[config.mk]
export PLATFORM = sky130hd
export DESIGN_NAME = axi_rd_arbiter_flat
export DESIGN_NICKNAME = d
export VERILOG_FILES = /design/src/rtl/axi_rd_arbiter_if.sv /design/src/rtl/axi_rd_arbiter.sv /design/src/flat_wrapper.sv
export SDC_FILE = /design/constraint.sdc
export NUM_CORES = 1
export LEC_CHECK = 0
export CAP_MARGIN = 40
export CORE_AREA = 2 2 138 140
export DETAILED_ROUTE_END_ITERATION = 6
export DIE_AREA = 0 0 140 142
export GPL_TIMING_DRIVEN = 0
export HOLD_SLACK_MARGIN = 0.15
export PLACE_DENSITY = 0.53
export SYNTH_ARGS = -nofsm -noshare
export SYNTH_HDL_FRONTEND = slang
export SYNTH_SLANG_ARGS = --single-unit
[constraint.sdc]
create_clock -name clock -period 2.7 [get_ports clock]
set_clock_uncertainty 0.05 [all_clocks]
set_input_delay 0.54 -clock clock [delete_from_list [all_inputs] [get_ports clock]]
set_output_delay 0.54 -clock clock [all_outputs]
set_load 0.05 [all_outputs]
[src/rtl/axi_rd_arbiter_if.sv]
// Bundle of every handshake/bus signal around the two-requester AXI read arbiter.
//   s0_*        : instruction-cache requester AR/R channel
//   s1_*        : LSU/data requester AR/R channel
//   io_master_* : shared downstream AR/R channel
// Modports:
//   slave  : the arbiter's view (takes requests, drives the downstream port)
//   master : the surrounding environment's view (requesters plus downstream memory)
interface axi_rd_arbiter_if;
    logic        s0_arvalid;
    logic        s0_arready;
    logic [31:0] s0_araddr;
    logic [7:0]  s0_arlen;
    logic [2:0]  s0_arsize;
    logic [1:0]  s0_arburst;
    logic        s0_rvalid;
    logic        s0_rready;
    logic [63:0] s0_rdata;
    logic [1:0]  s0_rresp;
    logic        s0_rlast;

    logic        s1_arvalid;
    logic        s1_arready;
    logic [31:0] s1_araddr;
    logic [7:0]  s1_arlen;
    logic [2:0]  s1_arsize;
    logic [1:0]  s1_arburst;
    logic        s1_rvalid;
    logic        s1_rready;
    logic [63:0] s1_rdata;
    logic [1:0]  s1_rresp;
    logic        s1_rlast;

    logic        io_master_arvalid;
    logic        io_master_arready;
    logic [31:0] io_master_araddr;
    logic [3:0]  io_master_arid;
    logic [7:0]  io_master_arlen;
    logic [2:0]  io_master_arsize;
    logic [1:0]  io_master_arburst;
    logic        io_master_rvalid;
    logic        io_master_rready;
    logic [63:0] io_master_rdata;
    logic [1:0]  io_master_rresp;
    logic        io_master_rlast;
    logic [3:0]  io_master_rid;

    modport slave (
        input  s0_arvalid, s0_araddr, s0_arlen, s0_arsize, s0_arburst, s0_rready,
        output s0_arready, s0_rvalid, s0_rdata, s0_rresp, s0_rlast,
        input  s1_arvalid, s1_araddr, s1_arlen, s1_arsize, s1_arburst, s1_rready,
        output s1_arready, s1_rvalid, s1_rdata, s1_rresp, s1_rlast,
        output io_master_arvalid, io_master_araddr, io_master_arid, io_master_arlen,
        output io_master_arsize, io_master_arburst, io_master_rready,
        input  io_master_arready, io_master_rvalid, io_master_rdata, io_master_rresp,
        input  io_master_rlast, io_master_rid
    );

    modport master (
        output s0_arvalid, s0_araddr, s0_arlen, s0_arsize, s0_arburst, s0_rready,
        input  s0_arready, s0_rvalid, s0_rdata, s0_rresp, s0_rlast,
        output s1_arvalid, s1_araddr, s1_arlen, s1_arsize, s1_arburst, s1_rready,
        input  s1_arready, s1_rvalid, s1_rdata, s1_rresp, s1_rlast,
        input  io_master_arvalid, io_master_araddr, io_master_arid, io_master_arlen,
        input  io_master_arsize, io_master_arburst, io_master_rready,
        output io_master_arready, io_master_rvalid, io_master_rdata, io_master_rresp,
        output io_master_rlast, io_master_rid
    );
endinterface

[src/rtl/axi_rd_arbiter.sv]
// Two-requester AXI read-channel arbiter. Shares one downstream AR/R port between the
// instruction cache (s0) and the LSU (s1), one whole burst at a time, with a sticky stall
// watchdog for bring-up debug.
// Ports:
//   clock     : single clock, everything on posedge
//   reset     : synchronous active-low reset
//   bus_io    : axi_rd_arbiter_if.slave, both requester channels and the downstream port
//   timeout_o : sticky flag, set after TIMEOUT busy cycles without AR/R handshake progress
// Build option:
//   ARB_ROUND_ROBIN_EN : when defined, contention grants the requester that was not granted
//                        last; otherwise s1 has fixed priority.
module axi_rd_arbiter #(
    parameter int unsigned TIMEOUT = 1024,
    parameter int unsigned CNT_W   = 16
) (
    input  logic              clock,
    input  logic              reset,
    axi_rd_arbiter_if.slave   bus_io,
    output logic              timeout_o
);

    localparam logic [CNT_W-1:0] TimeoutCnt = CNT_W'(TIMEOUT);

    typedef enum logic [2:0] {StIdle, StAr0, StR0, StAr1, StR1} state_e;

    state_e             state_q, state_d;
    logic               last_grant_q, last_grant_d;
    logic [CNT_W-1:0]   cnt_q, cnt_d;
    logic               timeout_q, timeout_d;
    logic               ar_hs, r_hs;

    // The downstream ID is not checked on return; beats are routed by FSM state.
    logic [3:0] unused_rid;
    assign unused_rid = bus_io.io_master_rid;

`ifndef ARB_ROUND_ROBIN_EN
    logic unused_last_grant;
    assign unused_last_grant = last_grant_q;
`endif

    always_comb begin
        state_d      = state_q;
        last_grant_d = last_grant_q;
        ar_hs        = 1'b0;
        r_hs         = 1'b0;

        bus_io.s0_arready = 1'b0;
        bus_io.s0_rvalid  = 1'b0;
        bus_io.s0_rdata   = '0;
        bus_io.s0_rresp   = '0;
        bus_io.s0_rlast   = 1'b0;
        bus_io.s1_arready = 1'b0;
        bus_io.s1_rvalid  = 1'b0;
        bus_io.s1_rdata   = '0;
        bus_io.s1_rresp   = '0;
        bus_io.s1_rlast   = 1'b0;

        bus_io.io_master_arvalid = 1'b0;
        bus_io.io_master_araddr  = '0;
        bus_io.io_master_arid    = '0;
        bus_io.io_master_arlen   = '0;
        bus_io.io_master_arsize  = '0;
        bus_io.io_master_arburst = '0;
        bus_io.io_master_rready  = 1'b0;

        // Outputs are held low for the whole reset cycle, not only after the reset edge.
        if (reset) begin
            unique case (state_q)
                StIdle: begin
                    // Grants are registered: a request seen here shows up downstream next cycle.
                    if (bus_io.s0_arvalid && bus_io.s1_arvalid) begin
`ifdef ARB_ROUND_ROBIN_EN
                        state_d = last_grant_q ? StAr0 : StAr1;
`else
                        state_d = StAr1;
`endif
                    end else if (bus_io.s0_arvalid) begin
                        state_d = StAr0;
                    end else if (bus_io.s1_arvalid) begin
                        state_d = StAr1;
                    end
                end
                StAr0: begin
                    bus_io.io_master_arvalid = 1'b1;
                    bus_io.io_master_araddr  = bus_io.s0_araddr;
                    bus_io.io_master_arid    = 4'd0;
                    bus_io.io_master_arlen   = bus_io.s0_arlen;
                    bus_io.io_master_arsize  = bus_io.s0_arsize;
                    bus_io.io_master_arburst = bus_io.s0_arburst;
                    bus_io.s0_arready        = bus_io.io_master_arready;
                    if (bus_io.io_master_arready) begin
                        ar_hs        = 1'b1;
                        state_d      = StR0;
                        last_grant_d = 1'b0;
                    end
                end
                StR0: begin
                    bus_io.s0_rvalid        = bus_io.io_master_rvalid;
                    bus_io.s0_rdata         = bus_io.io_master_rdata;
                    bus_io.s0_rresp         = bus_io.io_master_rresp;
                    bus_io.s0_rlast         = bus_io.io_master_rlast;
                    bus_io.io_master_rready = bus_io.s0_rready;
                    if (bus_io.io_master_rvalid && bus_io.s0_rready) begin
                        r_hs = 1'b1;
                        if (bus_io.io_master_rlast) begin
                            state_d = StIdle;
                        end
                    end
                end
                StAr1: begin
                    bus_io.io_master_arvalid = 1'b1;
                    bus_io.io_master_araddr  = bus_io.s1_araddr;
                    bus_io.io_master_arid    = 4'd1;
                    bus_io.io_master_arlen   = bus_io.s1_arlen;
                    bus_io.io_master_arsize  = bus_io.s1_arsize;
                    bus_io.io_master_arburst = bus_io.s1_arburst;
                    bus_io.s1_arready        = bus_io.io_master_arready;
                    if (bus_io.io_master_arready) begin
                        ar_hs        = 1'b1;
                        state_d      = StR1;
                        last_grant_d = 1'b1;
                    end
                end
                StR1: begin
                    bus_io.s1_rvalid        = bus_io.io_master_rvalid;
                    bus_io.s1_rdata         = bus_io.io_master_rdata;
                    bus_io.s1_rresp         = bus_io.io_master_rresp;
                    bus_io.s1_rlast         = bus_io.io_master_rlast;
                    bus_io.io_master_rready = bus_io.s1_rready;
                    if (bus_io.io_master_rvalid && bus_io.s1_rready) begin
                        r_hs = 1'b1;
                        if (bus_io.io_master_rlast) begin
                            state_d = StIdle;
                        end
                    end
                end
                default: state_d = StIdle;
            endcase
        end
    end

    // Watchdog: counts busy cycles with no handshake, saturating so the flag stays meaningful.
    always_comb begin
        cnt_d = cnt_q;
        if (state_q == StIdle || ar_hs || r_hs) begin
            cnt_d = '0;
        end else if (cnt_q != TimeoutCnt) begin
            cnt_d = cnt_q + 1'b1;
        end
        timeout_d = timeout_q | (cnt_d == TimeoutCnt);
    end

    always_ff @(posedge clock) begin
        if (!reset) begin
            state_q      <= StIdle;
            last_grant_q <= 1'b1;
            cnt_q        <= '0;
            timeout_q    <= 1'b0;
        end else begin
            state_q      <= state_d;
            last_grant_q <= last_grant_d;
            cnt_q        <= cnt_d;
            timeout_q    <= timeout_d;
        end
    end

    assign timeout_o = timeout_q & reset;

endmodule

[src/flat_wrapper.sv]
// flat-port wrapper written by rule: the top's interface ports become plain ports
module axi_rd_arbiter_flat 
#(
    parameter int unsigned TIMEOUT = 1024,
    parameter int unsigned CNT_W   = 16
)
  (clock, reset, timeout_o, bus_io_s0_arvalid, bus_io_s0_araddr, bus_io_s0_arlen, bus_io_s0_arsize, bus_io_s0_arburst, bus_io_s0_rready, bus_io_s0_arready, bus_io_s0_rvalid, bus_io_s0_rdata, bus_io_s0_rresp, bus_io_s0_rlast, bus_io_s1_arvalid, bus_io_s1_araddr, bus_io_s1_arlen, bus_io_s1_arsize, bus_io_s1_arburst, bus_io_s1_rready, bus_io_s1_arready, bus_io_s1_rvalid, bus_io_s1_rdata, bus_io_s1_rresp, bus_io_s1_rlast, bus_io_io_master_arvalid, bus_io_io_master_araddr, bus_io_io_master_arid, bus_io_io_master_arlen, bus_io_io_master_arsize, bus_io_io_master_arburst, bus_io_io_master_rready, bus_io_io_master_arready, bus_io_io_master_rvalid, bus_io_io_master_rdata, bus_io_io_master_rresp, bus_io_io_master_rlast, bus_io_io_master_rid);
  axi_rd_arbiter_if bus_io_i ();
  input  logic clock;
  input  logic reset;
  output logic timeout_o;
  input wire logic [$bits(bus_io_i.s0_arvalid)-1:0] bus_io_s0_arvalid;
  input wire logic [$bits(bus_io_i.s0_araddr)-1:0] bus_io_s0_araddr;
  input wire logic [$bits(bus_io_i.s0_arlen)-1:0] bus_io_s0_arlen;
  input wire logic [$bits(bus_io_i.s0_arsize)-1:0] bus_io_s0_arsize;
  input wire logic [$bits(bus_io_i.s0_arburst)-1:0] bus_io_s0_arburst;
  input wire logic [$bits(bus_io_i.s0_rready)-1:0] bus_io_s0_rready;
  output wire logic [$bits(bus_io_i.s0_arready)-1:0] bus_io_s0_arready;
  output wire logic [$bits(bus_io_i.s0_rvalid)-1:0] bus_io_s0_rvalid;
  output wire logic [$bits(bus_io_i.s0_rdata)-1:0] bus_io_s0_rdata;
  output wire logic [$bits(bus_io_i.s0_rresp)-1:0] bus_io_s0_rresp;
  output wire logic [$bits(bus_io_i.s0_rlast)-1:0] bus_io_s0_rlast;
  input wire logic [$bits(bus_io_i.s1_arvalid)-1:0] bus_io_s1_arvalid;
  input wire logic [$bits(bus_io_i.s1_araddr)-1:0] bus_io_s1_araddr;
  input wire logic [$bits(bus_io_i.s1_arlen)-1:0] bus_io_s1_arlen;
  input wire logic [$bits(bus_io_i.s1_arsize)-1:0] bus_io_s1_arsize;
  input wire logic [$bits(bus_io_i.s1_arburst)-1:0] bus_io_s1_arburst;
  input wire logic [$bits(bus_io_i.s1_rready)-1:0] bus_io_s1_rready;
  output wire logic [$bits(bus_io_i.s1_arready)-1:0] bus_io_s1_arready;
  output wire logic [$bits(bus_io_i.s1_rvalid)-1:0] bus_io_s1_rvalid;
  output wire logic [$bits(bus_io_i.s1_rdata)-1:0] bus_io_s1_rdata;
  output wire logic [$bits(bus_io_i.s1_rresp)-1:0] bus_io_s1_rresp;
  output wire logic [$bits(bus_io_i.s1_rlast)-1:0] bus_io_s1_rlast;
  output wire logic [$bits(bus_io_i.io_master_arvalid)-1:0] bus_io_io_master_arvalid;
  output wire logic [$bits(bus_io_i.io_master_araddr)-1:0] bus_io_io_master_araddr;
  output wire logic [$bits(bus_io_i.io_master_arid)-1:0] bus_io_io_master_arid;
  output wire logic [$bits(bus_io_i.io_master_arlen)-1:0] bus_io_io_master_arlen;
  output wire logic [$bits(bus_io_i.io_master_arsize)-1:0] bus_io_io_master_arsize;
  output wire logic [$bits(bus_io_i.io_master_arburst)-1:0] bus_io_io_master_arburst;
  output wire logic [$bits(bus_io_i.io_master_rready)-1:0] bus_io_io_master_rready;
  input wire logic [$bits(bus_io_i.io_master_arready)-1:0] bus_io_io_master_arready;
  input wire logic [$bits(bus_io_i.io_master_rvalid)-1:0] bus_io_io_master_rvalid;
  input wire logic [$bits(bus_io_i.io_master_rdata)-1:0] bus_io_io_master_rdata;
  input wire logic [$bits(bus_io_i.io_master_rresp)-1:0] bus_io_io_master_rresp;
  input wire logic [$bits(bus_io_i.io_master_rlast)-1:0] bus_io_io_master_rlast;
  input wire logic [$bits(bus_io_i.io_master_rid)-1:0] bus_io_io_master_rid;
  assign bus_io_i.s0_arvalid = bus_io_s0_arvalid;
  assign bus_io_i.s0_araddr = bus_io_s0_araddr;
  assign bus_io_i.s0_arlen = bus_io_s0_arlen;
  assign bus_io_i.s0_arsize = bus_io_s0_arsize;
  assign bus_io_i.s0_arburst = bus_io_s0_arburst;
  assign bus_io_i.s0_rready = bus_io_s0_rready;
  assign bus_io_s0_arready = bus_io_i.s0_arready;
  assign bus_io_s0_rvalid = bus_io_i.s0_rvalid;
  assign bus_io_s0_rdata = bus_io_i.s0_rdata;
  assign bus_io_s0_rresp = bus_io_i.s0_rresp;
  assign bus_io_s0_rlast = bus_io_i.s0_rlast;
  assign bus_io_i.s1_arvalid = bus_io_s1_arvalid;
  assign bus_io_i.s1_araddr = bus_io_s1_araddr;
  assign bus_io_i.s1_arlen = bus_io_s1_arlen;
  assign bus_io_i.s1_arsize = bus_io_s1_arsize;
  assign bus_io_i.s1_arburst = bus_io_s1_arburst;
  assign bus_io_i.s1_rready = bus_io_s1_rready;
  assign bus_io_s1_arready = bus_io_i.s1_arready;
  assign bus_io_s1_rvalid = bus_io_i.s1_rvalid;
  assign bus_io_s1_rdata = bus_io_i.s1_rdata;
  assign bus_io_s1_rresp = bus_io_i.s1_rresp;
  assign bus_io_s1_rlast = bus_io_i.s1_rlast;
  assign bus_io_io_master_arvalid = bus_io_i.io_master_arvalid;
  assign bus_io_io_master_araddr = bus_io_i.io_master_araddr;
  assign bus_io_io_master_arid = bus_io_i.io_master_arid;
  assign bus_io_io_master_arlen = bus_io_i.io_master_arlen;
  assign bus_io_io_master_arsize = bus_io_i.io_master_arsize;
  assign bus_io_io_master_arburst = bus_io_i.io_master_arburst;
  assign bus_io_io_master_rready = bus_io_i.io_master_rready;
  assign bus_io_i.io_master_arready = bus_io_io_master_arready;
  assign bus_io_i.io_master_rvalid = bus_io_io_master_rvalid;
  assign bus_io_i.io_master_rdata = bus_io_io_master_rdata;
  assign bus_io_i.io_master_rresp = bus_io_io_master_rresp;
  assign bus_io_i.io_master_rlast = bus_io_io_master_rlast;
  assign bus_io_i.io_master_rid = bus_io_io_master_rid;
  axi_rd_arbiter #(.TIMEOUT(TIMEOUT), .CNT_W(CNT_W)) u_core (.clock(clock), .reset(reset), .bus_io(bus_io_i), .timeout_o(timeout_o));
endmodule
Word-level counts from Yosys, hierarchy flattened
Index checks and enable logic that the tools add are counted.
- output and inout bits: 190
- register bits after elaboration: 20
- word-level logic and storage cells: 77
- input bits: 169
- muxes and demuxes: 52
- equality and inequality tests: 11
- bitwise gates (word level): 2
- $add $sub $neg: 1
- reduce and logical (&&, ||, !) cells: 8
- operator list (cell ; count):
    64-bit 2-to-1 mux ; 4
    32-bit case mux with 2 select lines ; 1
    16-bit 2-to-1 mux ; 2
    32-bit 2-to-1 mux ; 1
    3-bit 2-to-1 mux ; 9
    1-bit 2-to-1 mux ; 22
    16-bit by 1-bit adder with 16-bit output, second input constant ; 1
    16-bit by 11-bit == test with 1-bit output, second input constant ; 1
    16-bit by 11-bit != test with 1-bit output, second input constant ; 1
    8-bit case mux with 2 select lines ; 1
    3-bit case mux with 5 select lines ; 1
    2-bit 2-to-1 mux ; 5
    8-bit 2-to-1 mux ; 1
    3-bit by 2-bit == test with 1-bit output, second input constant ; 2
    3-bit case mux with 2 select lines ; 1
    5-bit AND reduction ; 1
    4-bit 2-to-1 mux ; 1
    2-bit by 1-bit != test with 1-bit output, second input constant ; 2
    2-bit != test, second input constant ; 2
    4-bit by 3-bit != test with 1-bit output, second input constant ; 1
    1-bit case mux with 2 select lines ; 2
    2-bit case mux with 2 select lines ; 1
    3-bit by 1-bit == test with 1-bit output, second input constant ; 1
    3-bit == test, second input constant ; 1
    other kinds (6) ; 9

Longest topological paths before layout
- word-level depth: 9
- gate-level depth with buffers: 8
- depth with buffers taken out: 8

Worst setup path before layout
Ideal clock, no wire load.
- path kind: input to output
- start: input reset
- end: output bus_io_s1_rdata[56]
- setup slack: -7 ps
- buffers on the path: 3
- data required time: 2110 ps
- stages on the path: 5
- arrival: 2117 ps
- cells stage by stage: clkbuf_1 -> clkbuf_1 -> buf_1 -> nand2_1 -> nor2_1
- word-level cells in the longest chain between the ends: 1
- ends and longest elaborated chain (item ; RTL line ; text):
    from (decl) ; flat_wrapper.sv:10 ; input logic reset;
    64-bit 2-to-1 mux ; axi_rd_arbiter.sv:67 ; if (reset) begin
    to (decl) ; flat_wrapper.sv:31 ; output wire logic [$bits(bus_io_i.s1_rdata)-1:0] bus_io_s1_rdata;
No other way between the ends.

Final worst setup path
- start: input bus_io_io_master_rvalid
- end: output bus_io_s1_rvalid
- word-level cells in the longest chain between the ends: 2
- ends and longest elaborated chain (item ; RTL line ; text):
    from (decl) ; flat_wrapper.sv:42 ; input wire logic [$bits(bus_io_i.io_master_rvalid)-1:0] bus_io_io_master_rvalid;
    1-bit 2-to-1 mux ; axi_rd_arbiter.sv:68 ; unique case (state_q)
    1-bit 2-to-1 mux ; axi_rd_arbiter.sv:67 ;
    to (decl) ; flat_wrapper.sv:30 ; output wire logic [$bits(bus_io_i.s1_rvalid)-1:0] bus_io_s1_rvalid;
No other way between the ends.

==> results.txt <==
----------------------------------------------------
[Route]
  DRC marker count from the first detailed-route iteration ... 171
  Average wire per standard cell ... 14.6 microns
  Via density ... 4.04
  Count of nets left with antenna violations after detail routing ... 0
  Via count of the routed design ... 4331
  DRC ... 12
  Final Routed Wirelength ... 15600 microns
  Detailed-routing iteration count for the pre-antenna-repair pass ... 7

[Clock tree]
  CTS tree ... yes
  Clock H-tree levels ... 1
  CTS Buf Count ... 3
  Post-CTS Setup Bufs ... 0
  Worst-path clk slew ... 0.06 ns
  # resized after CTS ... 835
  Clock tree sinks ... 20
  Number of hold buffers added after cts ... 0
  Insertion delay of the later-clocked pin in the worst-skew pair ... 0.26 ns
  Cell at the root of the clock tree ... sky130_fd_sc_hd__clkbuf_16
  Maximum buffer depth of the clock tree ... 2

[Flow run]
  Max_cap viols ... 0

[Global route]
  Initial antenna violation count ... 1
  Pin count of the biggest net entering global routing ... 13
  Vias in the first global route ... 4300
  Total routing resource utilization after global routing ... 0.148
  First-pass GRT wire length ... 23700 microns
  Total global routing overflow ... 0

[Cells and area]
  Post-layout util ... 0.355
  FILL cells ... 2009
  Final antenna diode count ... 0
  Fraction of layout cells with a size suffix above 1 ... 0.271
  Final std cell area, no fill ... 6550 sq um
  Growth of design area from synthesis to finish ... 138%
  Most frequent standard cell in the layout excluding fill and tap cells ... sky130_fd_sc_hd__nor2_1
  Post-layout nets ... 1009
  Most used cells in the layout excluding fill and tap cells ... sky130_fd_sc_hd__nor2_1, sky130_fd_sc_hd__clkdlybuf4s50_1, sky130_fd_sc_hd__clkdlybuf4s15_2, sky130_fd_sc_hd__nand2_1, sky130_fd_sc_hd__buf_4

[Worst setup path]
  Required time of the critical path ... 2.11 ns
  Worst stage delay on the critical path ... 0.61 ns
  Series of cell instances along the critical path ... clkdlybuf4s50_1 > nand2_1 > nor2_1 > dlygate4sd2_1
  Cell type of the slowest stage on the worst timing path ... sky130_fd_sc_hd__clkdlybuf4s50_1
  Data arrival at the endpoint of the critical path ... 2.00 ns
  CP Max Fanout ... 5
  Crit Path Class ... input port to output port
  Critical Path End Type ... output port
  Crit path launch type ... input port

[Yosys]
  Yosys cell types ... 46
  Mapped Cells ... 484
  Synth async-reset ratio ... 0
  Synth Area per Inst ... 5.68 sq um
  Sequential element share of the synthesized area ... 0.146
  Synthesis Warnings ... 0
  Count of state elements after synthesis ... 20
  Most common flop cell mapped by yosys ... sky130_fd_sc_hd__dfxtp_1
  Number of synthesized flops with an enable pin ... 0
  Post-Syn Area ... 2750 sq um

[Floorplan]
  Height of the chip ... 142 microns
  Site Rows ... 50
  Number of I/O pins ... 359
  Total die area ... 19900 sq um
  X dimension of the die ... 140 microns
  Starting Density ... 0.149
  Core footprint ... 18500 sq um

[Timing]
  Number of hold violations in the final report ... 0
  Transition time at the pin with the least slew margin ... 0.732 ns
  Final worst path period share ... 0.958
  Max Clk Rate ... 387 MHz
  Final max-slew violation count ... 0
  Setup violations, final ... 0
  Setup total negative slack ... 0 ns
  Unrepaired setup endpoints after global routing ... no
  Remaining max-slew budget at the tightest pin ... 0.512
  Minimum period implied by the final worst setup slack ... 2.59 ns

[Run status]
  Violations in the final reports ... DRC
  Status ... finished with violations

[Power and ir drop]
  Power per unit of standard cell area ... 304 nW/um^2
  Net switching power ... 0.000887 W
  Share of total power in combinational logic ... 0.631
  Fraction of power consumed by the clock network ... 0.205
  Internal power ... 0.00111 W
  Leakage power summed over all cells ... 2.75 nW
  VDD IR max ... 0.188 mV
  Sequential share of power ... 0.164
  Switching part of the total power ... 0.445

[Min path]
  Worst min-delay path class ... register to register

[Placed design]
  HPWL after detailed placement ... 13200 microns
  Number of buffer cells added on primary ports ... 351
  Placed Area ... 6560 sq um
  Placer Congestion ... 0.787

----------------------------------------------------
[path summary, 6_finish.rpt]
kind                                     from                           to  slack (ns)  depth (start not counted)
setup / recovery      bus_io_io_master_rvalid             bus_io_s1_rvalid        0.11                          4
setup reg to reg   u_core.cnt_q[0]$_SDFF_PN0_  u_core.timeout_q$_SDFF_PN0_        0.36                          7
hold / removal    u_core.timeout_q$_SDFF_PN0_  u_core.timeout_q$_SDFF_PN0_        0.45                          2
hold reg to reg   u_core.timeout_q$_SDFF_PN0_  u_core.timeout_q$_SDFF_PN0_        0.45                          2
[flip-flops by register name (all words and copies together), names as in the netlist]
signal	count
u_core.state_q	3
u_core.timeout_q	1
u_core.cnt_q	16
[Yosys cell counts, drive strengths merged, types with 2 or more instances]
| master | instances | area share |
|---|---|---|
| clkbuf | 29 | 0.040 |
| or3 | 2 | 0.0046 |
| xor2 | 7 | 0.022 |
| a31oi | 2 | 0.0046 |
| nand3 | 11 | 0.020 |
| dfxtp | 20 | 0.15 |
| ha | 2 | 0.0091 |
| mux2i | 46 | 0.17 |
| nor2 | 204 | 0.28 |
| nand4 | 3 | 0.0068 |
| xnor2 | 9 | 0.029 |
| nor2b | 3 | 0.0068 |
| and2 | 2 | 0.0046 |
| nand2b | 2 | 0.0046 |
| and4 | 3 | 0.0096 |
| and3 | 6 | 0.014 |
| nor4b | 2 | 0.0064 |
| nor4 | 2 | 0.0046 |
| a21oi | 8 | 0.015 |
| nor3 | 5 | 0.013 |
| inv | 7 | 0.0096 |
| and2b | 2 | 0.0064 |
| nand2 | 77 | 0.11 |
| buf | 13 | 0.022 |
[critical path: cells and delay by family]
family	cells	cell delay, ns
buffers and inverters	2	1.16
AND/OR/NAND/NOR	2	0.30
[routing by layer]
layer | global-route usage | up-vias | routed length (microns)
met5 | 0 | - | 0
met4 | 0.0335 | 0 | 277
met3 | 0.0249 | 16 | 939
met2 | 0.265 | 198 | 7950
met1 | 0.185 | 1869 | 6480
li1 | - | 2248 | -
[cells by family after synthesis]
| group | share of synthesized area |
|---|---|
| AND/OR/NAND/NOR | 0.497 |
| buffers and inverters | 0.0715 |
| multiplexers | 0.168 |
| other | 0.00136 |
| XOR/XNOR | 0.0510 |
| flip-flops | 0.146 |
| AO/OA/AOI/OAI | 0.0569 |
| adder cells (fa/ha/maj) | 0.00910 |
[metrics by stage]
| step | total power, W | hold slack (ns) | instances | setup WS, ns |
|---|---|---|---|---|
| 2_1_floorplan | 0.00107 | 0.428 | 486 | -0.00697 |
| 5_1_grt | 0.00211 | 0.494 | 1071 | 0.0238 |
| 6_report | 0.00199 | 0.452 | 1071 | 0.114 |
| 3_3_place_gp | 0.00163 | 0.440 | 1071 | -1.69 |
| 4_1_cts | 0.00201 | 0.456 | 1071 | 0.00548 |
| 3_5_place_dp | 0.00162 | 0.447 | 1071 | -1.72 |
[power groups by stage]
stage	combinational [W]	clock (W)	sequential [W]
after CTS	0.00127	0.000418	0.000325
after detailed placement	0.00130	0	0.000318
final	0.00126	0.000409	0.000326
after floorplan	0.000752	0	0.000316
after global routing	0.00135	0.000431	0.000329
after global placement	0.00131	0	0.000318
[final cells by class]
type / instances / area, sq um / share of cell area
clock inverter: 1 / 30.0 / 0.00459
tap: 234 / 293 / 0.0447
buffer: 38 / 206 / 0.0315
clock buffer: 3 / 75.1 / 0.0115
sequential: 20 / 407 / 0.0621
multi-input combinational: 417 / 2170 / 0.332
timing repair buffer: 351 / 3340 / 0.509
inverter: 7 / 26.3 / 0.00401
Power figures use the tool's default switching activity.
